$ cat config.mk
export PLATFORM = sky130hd
export DESIGN_NAME = seq_divider_32
export DESIGN_NICKNAME = d
export VERILOG_FILES = /design/src/rtl/div_pkg.sv /design/src/rtl/cla_adder_32.sv /design/src/rtl/neg_abs_32.sv /design/src/rtl/seq_divider_32.sv
export SDC_FILE = /design/constraint.sdc
export NUM_CORES = 1
export LEC_CHECK = 0
export ABC_AREA = 0
export CAP_MARGIN = 20
export CELL_PAD_IN_SITES_DETAIL_PLACEMENT = 1
export CELL_PAD_IN_SITES_GLOBAL_PLACEMENT = 1
export CORE_UTILIZATION = 43
export DETAILED_ROUTE_END_ITERATION = 10
export GPL_TIMING_DRIVEN = 0
export HOLD_SLACK_MARGIN = 0.15
export PLACE_DENSITY_LB_ADDON = 0.3
export SLEW_MARGIN = 20
export SYNTH_ARGS = -nofsm -noshare
export SYNTH_HDL_FRONTEND = slang
export SYNTH_SLANG_ARGS = --single-unit
$ cat constraint.sdc
create_clock -name clock -period 5 [get_ports clock]
set_input_delay 1.5 -clock clock [delete_from_list [all_inputs] [get_ports clock]]
set_output_delay 1.5 -clock clock [all_outputs]
set_load 0.03 [all_outputs]
$ cat src/rtl/div_pkg.sv
// Shared types and constants for the iterative 32-bit divider.
package div_pkg;

  localparam int unsigned DATA_W     = 32;
  localparam int unsigned ITER_COUNT = 32;
  localparam int unsigned CNT_W      = 5;

  typedef enum logic [1:0] {
    IDLE = 2'd0,
    ITER = 2'd1,
    FIX  = 2'd2
  } div_state_t;

  typedef struct packed {
    logic [DATA_W-1:0] quotient;
    logic [DATA_W-1:0] remainder;
  } div_result_t;

endpackage

$ cat src/rtl/cla_adder_32.sv
// 32-bit carry-lookahead adder: 4-bit lookahead groups chained by group carry.
module cla_adder_32 (
  input  logic [31:0] a,
  input  logic [31:0] b,
  input  logic        cin,
  output logic [31:0] sum_c,
  output logic        cout_c
);

  logic [31:0] gen;
  logic [31:0] prop;
  logic [3:0]  grp_g;
  logic [3:0]  grp_p;
  logic [4:0]  grp_c;
  logic        carry;

  assign gen  = a & b;
  assign prop = a ^ b;

  always_comb begin
    carry = cin;
    sum_c = '0;
    grp_g = '0;
    grp_p = '0;
    grp_c = '0;
    for (int grp = 0; grp < 8; grp++) begin
      grp_g    = gen[grp*4 +: 4];
      grp_p    = prop[grp*4 +: 4];
      grp_c[0] = carry;
      grp_c[1] = grp_g[0] | (grp_p[0] & grp_c[0]);
      grp_c[2] = grp_g[1] | (grp_p[1] & grp_g[0]) | (&grp_p[1:0] & grp_c[0]);
      grp_c[3] = grp_g[2] | (grp_p[2] & grp_g[1]) | (&grp_p[2:1] & grp_g[0])
               | (&grp_p[2:0] & grp_c[0]);
      grp_c[4] = grp_g[3] | (grp_p[3] & grp_g[2]) | (&grp_p[3:2] & grp_g[1])
               | (&grp_p[3:1] & grp_g[0]) | (&grp_p & grp_c[0]);
      sum_c[grp*4 +: 4] = grp_p ^ grp_c[3:0];
      carry = grp_c[4];
    end
    cout_c = carry;
  end

endmodule

$ cat src/rtl/neg_abs_32.sv
// Conditional two's-complement negate; used for operand magnitudes and sign fix-up.
module neg_abs_32 (
  input  logic [31:0] value,
  input  logic        negate,
  output logic [31:0] result_c
);

  assign result_c = negate ? (~value + 32'd1) : value;

endmodule

$ cat src/rtl/seq_divider_32.sv
// Iterative 32-bit restoring divider, one quotient bit per clock, start/busy/done handshake.
// Optional early exit on zero divisor when DIV_ZERO_CHECK_EN is defined.
module seq_divider_32
  import div_pkg::*;
#(
  parameter int unsigned WIDTH = DATA_W
) (
  input  logic             clock,
  input  logic             reset_n,
  input  logic             start,
  input  logic             signed_op,
  input  logic [WIDTH-1:0] dividend,
  input  logic [WIDTH-1:0] divisor,
  output logic             busy,
  output logic             done,
  output logic [WIDTH-1:0] quotient,
  output logic [WIDTH-1:0] remainder,
  output logic             div_by_zero
);

  div_state_t        state_q, state_d;
  logic [CNT_W-1:0]  cnt_q, cnt_d;
  logic [WIDTH-1:0]  quo_sr_q, quo_sr_d;
  logic [WIDTH-1:0]  rem_q, rem_d;
  logic [WIDTH-1:0]  dvsr_q, dvsr_d;
  logic              quo_neg_q, quo_neg_d;
  logic              rem_neg_q, rem_neg_d;
  logic              dz_q, dz_d;
  logic              busy_q, busy_d;
  logic              done_q, done_d;
  logic              dbz_q, dbz_d;
  div_result_t       res_q, res_d;

  logic              is_idle_c;
  logic              accept_c;
  logic              dz_hit_c;
  logic [WIDTH-1:0]  shifted_c;
  logic [WIDTH-1:0]  trial_c;
  logic              carry_c;
  logic [WIDTH-1:0]  mag_a_c;
  logic [WIDTH-1:0]  mag_b_c;

  assign is_idle_c = (state_q == IDLE);
  // A start coinciding with the done pulse is dropped.
  assign accept_c  = is_idle_c && start && !done_q;

`ifdef DIV_ZERO_CHECK_EN
  assign dz_hit_c = (divisor == '0);
`else
  assign dz_hit_c = 1'b0;
`endif

  // Shared negators: operand magnitudes in IDLE, sign correction in FIX.
  neg_abs_32 u_neg_a (
    .value    (is_idle_c ? dividend : quo_sr_q),
    .negate   (is_idle_c ? (signed_op & dividend[WIDTH-1]) : quo_neg_q),
    .result_c (mag_a_c)
  );

  neg_abs_32 u_neg_b (
    .value    (is_idle_c ? divisor : rem_q),
    .negate   (is_idle_c ? (signed_op & divisor[WIDTH-1]) : rem_neg_q),
    .result_c (mag_b_c)
  );

  // Partial remainder never exceeds 32 bits, so the adder carry alone signals no-borrow.
  assign shifted_c = {rem_q[WIDTH-2:0], quo_sr_q[WIDTH-1]};

  cla_adder_32 u_add (
    .a      (shifted_c),
    .b      (~dvsr_q),
    .cin    (1'b1),
    .sum_c  (trial_c),
    .cout_c (carry_c)
  );

  // Next-state and datapath update.
  always_comb begin
    state_d   = state_q;
    cnt_d     = cnt_q;
    quo_sr_d  = quo_sr_q;
    rem_d     = rem_q;
    dvsr_d    = dvsr_q;
    quo_neg_d = quo_neg_q;
    rem_neg_d = rem_neg_q;
    dz_d      = dz_q;
    dbz_d     = dbz_q;
    res_d     = res_q;
    done_d    = 1'b0;

    unique case (state_q)
      IDLE: begin
        if (accept_c) begin
          dbz_d  = 1'b0;
          cnt_d  = CNT_W'(ITER_COUNT - 1);
          dvsr_d = mag_b_c;
          if (dz_hit_c) begin
            quo_sr_d  = '1;
            rem_d     = dividend;
            quo_neg_d = 1'b0;
            rem_neg_d = 1'b0;
            dz_d      = 1'b1;
            state_d   = FIX;
          end else begin
            quo_sr_d  = mag_a_c;
            rem_d     = '0;
            quo_neg_d = signed_op & (dividend[WIDTH-1] ^ divisor[WIDTH-1]);
            rem_neg_d = signed_op & dividend[WIDTH-1];
            dz_d      = 1'b0;
            state_d   = ITER;
          end
        end
      end
      ITER: begin
        quo_sr_d = {quo_sr_q[WIDTH-2:0], carry_c};
        rem_d    = carry_c ? trial_c : shifted_c;
        if (cnt_q == '0) begin
          state_d = FIX;
        end else begin
          cnt_d = cnt_q - CNT_W'(1);
        end
      end
      FIX: begin
        res_d.quotient  = mag_a_c;
        res_d.remainder = mag_b_c;
        dbz_d           = dz_q;
        done_d          = 1'b1;
        state_d         = IDLE;
      end
      default: state_d = IDLE;
    endcase

    busy_d = (state_d != IDLE);
  end

  always_ff @(posedge clock or negedge reset_n) begin
    if (!reset_n) begin
      state_q   <= IDLE;
      cnt_q     <= '0;
      quo_sr_q  <= '0;
      rem_q     <= '0;
      dvsr_q    <= '0;
      quo_neg_q <= 1'b0;
      rem_neg_q <= 1'b0;
      dz_q      <= 1'b0;
      busy_q    <= 1'b0;
      done_q    <= 1'b0;
      dbz_q     <= 1'b0;
      res_q     <= '0;
    end else begin
      state_q   <= state_d;
      cnt_q     <= cnt_d;
      quo_sr_q  <= quo_sr_d;
      rem_q     <= rem_d;
      dvsr_q    <= dvsr_d;
      quo_neg_q <= quo_neg_d;
      rem_neg_q <= rem_neg_d;
      dz_q      <= dz_d;
      busy_q    <= busy_d;
      done_q    <= done_d;
      dbz_q     <= dbz_d;
      res_q     <= res_d;
    end
  end

  assign busy        = busy_q;
  assign done        = done_q;
  assign quotient    = res_q.quotient;
  assign remainder   = res_q.remainder;
  assign div_by_zero = dbz_q;

endmodule

# Word level (Yosys, flattened, before mapping)
# Index checks and enable logic that the tools add are counted.
[word_totals]
in_bits = 68
out_inout_bits = 67
regBits = 172
elab_cells = 272
[op_classes]
muxes = 20
eq_ne = 4
reduce_logical = 60
add_sub_neg = 3
n_bitwise = 173
[op_table]
columns = ["cell", "n"]
rows = [
  ["$mux 32", 7],
  ["$pmux 32 s2", 2],
  ["$not 32->32", 3],
  ["$or 1x1->1", 80],
  ["$and 1x1->1", 79],
  ["$add 32x1->32 const B", 2],
  ["$reduce_and 2->1", 27],
  ["$reduce_and 3->1", 17],
  ["$and 32x32->32", 1],
  ["$reduce_and 4->1", 8],
  ["$xor 32x32->32", 1],
  ["$xor 4x4->4", 8],
  ["$mux 5", 2],
  ["$pmux 5 s2", 1],
  ["$reduce_bool 2->1", 3],
  ["$logic_not 5->1", 1],
  ["$sub 5x1->5 const B", 1],
  ["$mux 1", 4],
  ["$mux 2", 2],
  ["$pmux 2 s2", 1],
  ["$eq 2x1->1 const B", 1],
  ["$eq 2x2->1 const B", 1],
  ["$logic_and 1x1->1", 2],
  ["$logic_not 2->1", 1],
  ["other kinds (5)", 5],
]

# Longest topological paths before layout
# Gate-level depths: netlist (run 1).
[depth]
depth_word = 24
ltp_mapped = 14
ltp_nobuf = 13

# Cells and area by module
# From an unflattened synthesis (run 1), not the netlist that was laid out.
[unflattened]
cells_unflattened = 1003
area_unflattened_um2 = 11180.7
[by_module_without_submodules]
columns = ["mod", "area_per_inst_um2", "seq_area_each_um2", "cells_each", "n_inst"]
rows = [
  ["seq_divider_32", 8260.4, 4279.1, 647, 1],
  ["neg_abs_32", 777.0, 0.0, 99, 2],
  ["cla_adder_32", 1366.3, 0.0, 158, 1],
]

# Worst setup path before layout (run 1)
# No wires, ideal clock.
[synth_timing]
kind = "register to register"
startpoint = "register state_q[0]"
endpoint = "register dvsr_q[30]"
period_less_slack_ns = 3.558
path_buffers = 5
setup_slack_ns = 1.442
stages_incl_launch_ff = 15
required_ns = 4.870
arrival_time_ns = 3.429
cell_sequence = "dfrtp_1 -> nor2_2 -> buf_2 -> buf_4 -> buf_2 -> buf_2 -> buf_2 -> mux2i_1 -> ha_1 -> o2111a_2 -> o2111ai_4 -> nand4b_4 -> o41ai_2 -> xnor2_1 -> o21ai_1"
[synth_between]
elab_chain_len = 5
[synth_rtl]
columns = ["item", "line", "rtl"]
rows = [
  ["start, declared", "seq_divider_32.sv:21", "div_state_t state_q, state_d;"],
  ["start signal, assigned", "seq_divider_32.sv:151", "state_q <= state_d;"],
  ["$logic_not 2->1 (*)", "seq_divider_32.sv:43, seq_divider_32.sv:91", ""],
  ["$mux 32", "seq_divider_32.sv:61", ".value (is_idle_c ? divisor : rem_q),"],
  ["$not 32->32", "neg_abs_32.sv:8", "assign result_c = negate ? (~value + 32'd1) : value;"],
  ["$add 32x1->32", "neg_abs_32.sv:8", ""],
  ["$mux 32", "neg_abs_32.sv:8", ""],
  ["end signal, assigned", "seq_divider_32.sv:155", "dvsr_q <= dvsr_d;"],
  ["end, declared", "seq_divider_32.sv:25", "logic [WIDTH-1:0] dvsr_q, dvsr_d;"],
]
# Every way passes the cells marked *; elsewhere a longest branch is shown, timed or not.
# A chain may end at the register's enable or synchronous reset.

# Final worst setup path (run 1)
# Same ends and word-level chain as after synthesis.

==> results of run 1 <==
-- worst reg2reg max path: stages (launching register included) --
cell,delay (ps)
dfrtp_1,500
nor2_4,350
buf_2,350
buf_4,410
buf_4,320
buf_4,350
mux2i_1,340
ha_1,240
o2111a_2,310
o2111ai_4,200
nand4b_4,300
o41ai_2,430
xnor2_1,220
o21ai_1,100
-- synthesized netlist by cell type (all sizes together) (4+ instances only) --
cell     number  area share
ha           36       0.042
clkbuf       46       0.016
nand3        18      0.0084
xor2         48       0.039
fa            7       0.013
a41oi         7      0.0057
a31oi        10      0.0058
nor2b         7      0.0041
a32oi         5      0.0041
buf          21       0.013
nor2         52       0.018
o2111ai       4      0.0055
a21o         12      0.0084
dfrtp       171        0.40
inv          49       0.017
nand2       166       0.058
mux2          6      0.0063
nor4          5      0.0035
nor3         61       0.029
o211ai        6      0.0042
o2111a        6      0.0065
a21oi        24       0.011
o31ai        30       0.022
xnor2        48       0.039
or4           8      0.0056
o41ai         4      0.0040
o21ai       166       0.077
a22oi        32       0.022
mux2i        75       0.070
and2          5      0.0029
or3          18       0.010
nand4         5      0.0029
-- area by class of cell --
type / instances / area, um2
fillers: 2833 / 11300
multi-input cells: 905 / 6000
flip-flops and latches: 171 / 4280
repair buffers: 137 / 1390
clock buffers: 18 / 439
well taps: 324 / 405
plain buffers: 66 / 314
inverters: 49 / 184
clock inverters: 14 / 155
-- stage by stage --
step           hold slack [ps]  setup slack, ps  setup TNS (ps)  utilization  total power, uW
2_1_floorplan              439             1440               0            -             7480
3_3_place_gp               454            -5020         -855810        0.511             9450
3_5_place_dp               470             -300           -3220        0.513             9740
4_1_cts                    485              122               0        0.537            11200
5_1_grt                    509              212               0        0.538            12000
6_report                   476              448               0        0.538            11300
-- path summary, 6_finish.rpt --
check                         startpoint  depth (start not counted)       endpoint  slack (ps)
setup / recovery              state_q[0]                         13     dvsr_q[30]         450
setup reg to reg              state_q[0]                         13     dvsr_q[30]         450
max in group asynchronous        reset_n                          2       rem_q[4]        3080
min in group asynchronous        reset_n                          1     dvsr_q[17]        1010
hold reg to reg            remainder[20]                          2  remainder[20]         480
hold / removal             remainder[20]                          2  remainder[20]         480
-- layer usage --
metal,global-route usage,vias to the layer above
met5,0,-
met4,0.158,0
met3,0.0465,104
met2,0.521,382
met1,0.390,5140
li1,-,4558
-- flip-flops by register name, summed over array words and instances, names as in the netlist, 2 cells and up --
signal	count
dvsr_q	32
quo_sr_q	32
quotient	32
rem_q	32
remainder	32
cnt_q	5
state_q	2
-- what timing repair did --
item / CTS / global route
hold endpoints to repair: 0 / 0
setup endpoints to repair: 20 / 7
resized for setup: 3 / 0
pin swaps: 0 / 1
buffers inserted: 0 / 3
hold buffers: 0 / 0
-- power by group through the flow --
stage	clock (uW)	sequential [uW]	combinational, uW
2_1_floorplan	0	3040	4440
3_3_place_gp	0	2710	6730
3_5_place_dp	0	2740	6990
4_1_cts	1390	2730	7120
5_1_grt	1440	2830	7750
6_report	1380	2750	7170
-- logic make-up after synthesis --
| kind of cell | after synthesis | synth area share |
|---|---|---|
| compound gates | 323 | 0.190 |
| flops | 171 | 0.397 |
| simple gates | 361 | 0.157 |
| buf+inv | 116 | 0.0462 |
| fa+ha+maj | 43 | 0.0548 |
| xor+xnor | 96 | 0.0781 |
| mux | 81 | 0.0760 |
| other cells | 1 | 0.000348 |
==> results.yml, run 1 <==
placement:
  placed_cell_area_um2: 12500
  hpwl_um: 28400
  portBuffers: 133
  place_inst: 1650
  gpl.final_weighted_congestion: 0.900
die:
  die_h_um: 160
  row_count: 57
  ios: 135
  die_w_um: 160
  dieArea_um2: 25700
  start_util: 0.440
  core_um2: 24500
synthesis:
  yosysSeqAreaShare: 0.397
  synth_warnings: 0
  synth-edff-count: 0
  yosysUniqueCellTypes: 68
  synthCells: 1192
  avgSynthCellArea_um2: 9.03
  syn_nets: 1303
  synth_ff_type: "dfrtp_1"
  ys_ff_latch: 171
  synth_area_um2: 10800
  postSynth.asyncResetShare: 1.00
global_routing:
  grt_max_degree: 94
  grt_pass1_wl_um: 61300
  track_usage: 0.311
  gr-total-overflow: 0
  antenna_found_initial: 0
  first_global_vias: 10801
power:
  sequentialPowerShare: 0.243
  p_leak_uw: 0.00553
  comb_power_share: 0.635
  sw_frac_of_total: 0.503
  p_switching_uw: 5680
  power.density_nw_per_um2: 858
  clkPwrFrac: 0.122
  p_int_uw: 5610
  max-vdd-ir-drop_uv: 321
worst_setup_path:
  path_class: "flip-flop to flip-flop"
  cp_num_buf_inv: 4
  slowest_stage: "dfrtp_1"
  cpPeakStageDelay_ps: 500
  cp-start-kind: "flip-flop"
  worstPathRequired_ps: 5310
  end_kind: "flip-flop"
  arrival_ps: 4860
  cp_max_fo: 19
  cp_cell_sequence: "nor2_4 > buf_2 > buf_4 > buf_4 > buf_4 > mux2i_1 > ha_1 > o2111a_2 > o2111ai_4 > nand4b_4 > o41ai_2 > xnor2_1 > o21ai_1"
  path_delay_family: "buffers and inverters"
  cpMostUsedCell: "buf_4"
timing:
  hold_viol_final: 0
  relSlewSlack: 0.352
  layout_min_cycle_time_ps: 4550
  worst_slew_pin_slew_ps: 972
  finalSetupViolations: 0
  fmax_mhz: 220
  drv_slew: 0
  fin_crit_sh: 0.910
  skew_ps: 16.5
  rsz0062_at_grt: "no"
layout:
  fin_cells: 1684
  fin_nets: 1458
  final_common_cell: "dfrtp_1"
  n_antenna_cell: 0
  drive_gt1_frac: 0.0574
  layout_common_cells: "dfrtp_1 (171), nand2_1 (166), o21ai_0 (136)"
  areaGrowthSynthToFinish_pct: 22.2
  design_area_um2: 13200
detailed_routing:
  wl_met3_um: 2270
  ant_nets: 0
  viasPerCell: 6.05
  wl_per_cell_um: 23.2
  drt-initial-drc-count: 606
  drc: 0
  route.met2.wl_um: 18900
  drt-met1-wl_um: 16100
  drtPass1Iterations: 5
  vias: 10184
  top_layer_used: "met4"
  routed_wl_um: 39100
clock_tree:
  h-tree-depth: 4
  clk_path_buf_depth: 2
  cts_sinks: 171
  cts-root-buf: "clkbuf_16"
  tritoncts: "done"
  clock_latency_ps: 450
  cts_buffers: 17
  clkTransAtPathRegs_ps: 70
hold_path:
  hp-class: "flip-flop to flip-flop"
status:
  outcome: "finished clean"
run:
  max_cap_violations: 0
No activity file was read; power rests on OpenSTA's default activity.
==> run 2: changes to the inputs <==
- ABC_AREA: 0 -> 1
- CORE_UTILIZATION: 43 -> 42
==> run 2 against run 1 <==
Net effect:
- worst hold slack better by 9.4 ps
- clock skew decreased by 4.6 ps
- utilization down 0.91 points
- non-clock buffer count is 4 lower
- die area rose by 0.93%
- setup slack better by 650 ps
- synthesized area decreased by 1.4%
- routed wire length decreased by 4.5%
- first-iteration DRC count is 15% higher
==> results.yml, run 2 <==
status:
  outcome: "finished clean"
synthesis:
  syn_nets: 1492
  postSynth.asyncResetShare: 1.00
  yosysSeqAreaShare: 0.403
  synth_top_area_cell: "dfrtp_1"
  synthCells: 1381
  yosysTopAreaCellShare: 0.403
  ys_ff_latch: 171
  yosys-top-cells-count: "nand2_1 (379), dfrtp_1 (171), inv_1 (147), o21ai_0 (145), nand3_1 (78)"
  avgSynthCellArea_um2: 7.69
  post-synth-top-count-cell: "nand2_1"
  synth_area_leaders: "dfrtp_1 (40%), nand2_1 (13%), o21ai_0 (6.8%), inv_1 (5.2%), xor2_1 (4.5%)"
  synth_area_um2: 10600
  synth-edff-count: 0
  yosysUniqueCellTypes: 53
  synth_warnings: 0
  synth_ff_type: "dfrtp_1"
timing:
  fin_hold_ws_ps: 485
  hold_viol_final: 0
  rsz0062_at_grt: "no"
  relSlewSlack: 0.384
  fmax_mhz: 257
  worst_slew_pin_slew_ps: 925
  skew_ps: 11.9
  drv_slew: 0
  layout_min_cycle_time_ps: 3900
  fin_crit_sh: 0.780
  finalSetupViolations: 0
layout:
  fin_cells: 1870
  layout_common_cells: "nand2_1 (379), dfrtp_1 (171), inv_1 (147)"
  fin_nets: 1645
  ff_latch_area_um2: 4280
  design_area_um2: 13000
  n_antenna_cell: 0
  drive_gt1_frac: 0.0776
  final_core_util: 0.529
  areaGrowthSynthToFinish_pct: 22.2
  n_fill_cell: 3098
  multi_input_area_um2: 5410
  final_common_cell: "nand2_1"
die:
  die_w_um: 161
  dieArea_um2: 25900
  row_count: 57
  core_um2: 24500
  die_h_um: 161
  start_util: 0.433
  ios: 135
global_routing:
  gr-total-overflow: 0
  grt_pass1_wl_um: 59100
  first_global_vias: 10628
  track_usage: 0.297
  grt_max_degree: 91
  antenna_found_initial: 0
detailed_routing:
  viasPerCell: 5.50
  wl_per_cell_um: 20.0
  drtPass1Iterations: 5
  routed_wl_um: 37300
  ant_nets: 0
  drc: 0
  vias: 10286
  drt-initial-drc-count: 699
worst_setup_path:
  worstPathRequired_ps: 5360
  reg2reg_from: "state_q[0]"
  reg2reg_slack_ps: 1550
  path_class: "primary input to flip-flop"
  cp_max_fo: 4
  cp-start-kind: "primary input"
  end_kind: "flip-flop"
  r2r-end: "quo_sr_q[22]"
  reg2regPathDepth: 10
  arrival_ps: 4260
placement:
  gpl.final_weighted_congestion: 0.880
  portBuffers: 133
  hpwl_um: 27600
  placed_cell_area_um2: 12400
  place_inst: 1839
clock_tree:
  cts_resized: 0
  clkTransAtPathRegs_ps: 70
  cts-root-buf: "clkbuf_16"
  holdBufCountCts: 0
  cts_buffers: 17
  clock_latency_ps: 450
  cts_sinks: 171
  tritoncts: "done"
  cts_setup_buffers: 0
  h-tree-depth: 4
  clk_path_buf_depth: 2
run:
  max_cap_violations: 0
hold_path:
  whs_path_depth: 2
  hp-class: "flip-flop to flip-flop"
  hold_end: "remainder[7]"
  worstHoldStart: "remainder[7]"
run 2: cell count changes after synthesis, sizes merged, moves of 12 or more:
cell / delta
or2: +29
xnor2: -21
mux2i: -72
a22oi: -32
o21ai: +32
nor3: -52
or3: -18
nor2: +22
nand2: +222
inv: +101
o211ai: +12
nand3: +62
o31ai: -27
run 2: worst max path at each step:
stage | slack, ps | endpoint | from
floorplan | 1770 | dvsr_q[30] | divisor[1]
global placement | -5030 | quotient[18] | reset_n
detailed placement | 700 | dvsr_q[30] | divisor[0]
CTS | 1120 | dvsr_q[30] | divisor[0]
global route | 910 | dvsr_q[30] | divisor[0]
finish | 1100 | dvsr_q[30] | divisor[0]
run 2: cell type report:
class,instances,area share
repair buffers,134,0.105
plain buffers,65,0.0284
flip-flops and latches,171,0.330
multi-input cells,994,0.417
clock inverters,13,0.0109
clock buffers,18,0.0339
well taps,324,0.0312
inverters,151,0.0437
run 2: critical path, cell delays in order:
cell             delay (ps)
clkdlybuf4s50_1         440
o21ai_1                 330
ha_1                    230
nand2_1                  70
nor2_2                  160
nand2_1                 130
nor2_2                  160
nand2_2                 120
nor2_1                  110
nand2_1                  90
nand2_2                  90
nand2_2                  80
a21oi_2                 200
o21a_1                  170
xor2_1                  190
nand2_1                  70
o21ai_1                 110
run 2: per-layer routing:
layer | up-vias | global-route usage | wire length, um | part of all wire
met1 | 5163 | 0.400 | 16700 | 0.45
li1 | 4760 | - | - | -
met5 | - | 0 | 0 | 0
met3 | 56 | 0.0411 | 1900 | 0.051
met2 | 307 | 0.492 | 17800 | 0.48
met4 | 0 | 0.0952 | 919 | 0.025
run 2: per-stage QoR:
step	setup WS (ps)	setup TNS, ps
6_report	1100	0
2_1_floorplan	1770	0
5_1_grt	912	0
4_1_cts	1120	0
3_3_place_gp	-5030	-857810
3_5_place_dp	695	0
run 2: logic make-up (layout without fill, tap and decap cells):
group | after synthesis | count (layout) | synth area share
fa+ha+maj | 43 | 43 | 0.0556
other cells | 1 | 1 | 0.000353
mux | 3 | 3 | 0.00354
simple gates | 587 | 587 | 0.233
flops | 171 | 171 | 0.403
compound gates | 279 | 279 | 0.150
xor+xnor | 81 | 81 | 0.0668
buf+inv | 216 | 381 | 0.0880
Power of run 2 is not shown: default switching activity piles up to over one toggle a cycle in this logic, so the estimate is an artifact.
==> run 3: changes to the inputs <==
- clock period: 5 -> 3.6 ns (I/O delays scaled with it)
==> run 3 against run 2 <==
Net effect:
- via count shrank 0.22%
- worst hold slack is essentially flat
- utilization is essentially flat
- critical path type is now flip-flop to flip-flop
==> results.yml, run 3 (same netlist as run 2, synthesis figures left out) <==
status:
  outcome: "finished clean"
timing:
  hold_viol_final: 0
  drv_slew: 0
  layout_min_cycle_time_ps: 3470
  worst_slew_pin_slew_ps: 930
  rsz0062_at_grt: "no"
  finalSetupViolations: 0
  skew_ps: 16.0
  tns_ps: 0
  fin_crit_sh: 0.963
  fmax_mhz: 288
  post-route-worst-setup-slack_ps: 133
  relSlewSlack: 0.380
die:
  dieArea_um2: 25900
  row_count: 57
  die_w_um: 161
  core_um2: 24500
  start_util: 0.433
  ios: 135
  die_h_um: 161
global_routing:
  grt_max_degree: 91
  first_global_vias: 10628
  grt_pass1_wl_um: 59100
  track_usage: 0.297
  gr-total-overflow: 0
  antenna_found_initial: 1
clock_tree:
  cts_setup_buffers: 0
  cts_sinks: 171
  clock_latency_ps: 450
  cts_buffers: 17
  clk_path_buf_depth: 2
  holdBufCountCts: 0
  cts_resized: 0
  tritoncts: "done"
  clkTransAtPathRegs_ps: 70
  cts-root-buf: "clkbuf_16"
  h-tree-depth: 4
detailed_routing:
  top_layer_used: "met5"
  wl_per_cell_um: 20.0
  drc: 0
  drt-initial-drc-count: 751
  drt-met1-wl_um: 16500
  viasPerCell: 5.49
  route.met2.wl_um: 17900
  routed_wl_um: 37400
  wl_met3_um: 2060
  drtPass1Iterations: 5
  vias: 10263
  ant_nets: 0
layout:
  ff_latch_area_um2: 4280
  n_fill_cell: 3095
  fin_nets: 1645
  final_common_cell: "nand2_1"
  layout_common_cells: "nand2_1 (379), dfrtp_1 (171), inv_1 (147)"
  design_area_um2: 13000
  final_core_util: 0.529
  multi_input_area_um2: 5420
  drive_gt1_frac: 0.0789
  areaGrowthSynthToFinish_pct: 22.3
  n_antenna_cell: 0
run:
  max_cap_violations: 0
worst_setup_path:
  path_class: "flip-flop to flip-flop"
  cp_max_fo: 10
  reg2reg_slack_ps: 130
  end_kind: "flip-flop"
  cp-start-kind: "flip-flop"
  arrival_ps: 3780
  worstPathRequired_ps: 3910
placement:
  placed_cell_area_um2: 12400
  hpwl_um: 27600
  portBuffers: 133
  gpl.final_weighted_congestion: 0.880
  dpl_worst_slack_ps: -285
hold_path:
  hp-class: "flip-flop to flip-flop"
## run 3: cell count changes in the layout (fill, tap and decap cells not counted)
| cell | change |
|---|---|
| o21ai_1 | -1 |
| o21ai_2 | +1 |
| nor2_1 | -1 |
| nor2_2 | +1 |
## run 3: worst max-delay path: stages (launching register included)
cell,delay (ps)
dfrtp_1,420
nor2_4,150
inv_2,60
buf_2,210
clkbuf_1,370
nor3_1,640
nor2_1,360
inv_1,230
clkbuf_1,490
o22ai_1,190
o21bai_1,200
## run 3: worst paths after layout
check                      depth (start not counted)         start       endpoint
hold reg to reg                                    2  remainder[7]   remainder[7]
max in group asynchronous                          2       reset_n       cnt_q[3]
setup reg to reg                                  10    state_q[1]   quo_sr_q[22]
setup / recovery                                  10    state_q[1]   quo_sr_q[22]
hold / removal                                     2  remainder[7]   remainder[7]
min in group asynchronous                          1       reset_n  remainder[11]
## run 3: through the flow
step / hold WS (ps) / cells
after floorplan: 449 / 1381
after global placement: 466 / 1838
after detailed placement: 469 / 1839
after CTS: 490 / 1870
after global routing: 504 / 1870
final: 485 / 1870
## run 3: routing by layer
metal,global-route usage,up-vias
li1,-,4761
met1,0.400,5123
met2,0.492,316
met3,0.0411,61
met4,0.0952,2
met5,0,-
## run 3: area by class of cell
| type | count | share of cell area |
|---|---|---|
| Clock inverter | 13 | 0.0109 |
| Inverter | 151 | 0.0437 |
| Timing Repair Buffer | 134 | 0.105 |
| Clock buffer | 18 | 0.0338 |
| Buffer | 65 | 0.0283 |
| Sequential cell | 171 | 0.330 |
| Tap cell | 324 | 0.0312 |
| Multi-Input combinational cell | 994 | 0.417 |
Power of run 3 is left out for the same reason.
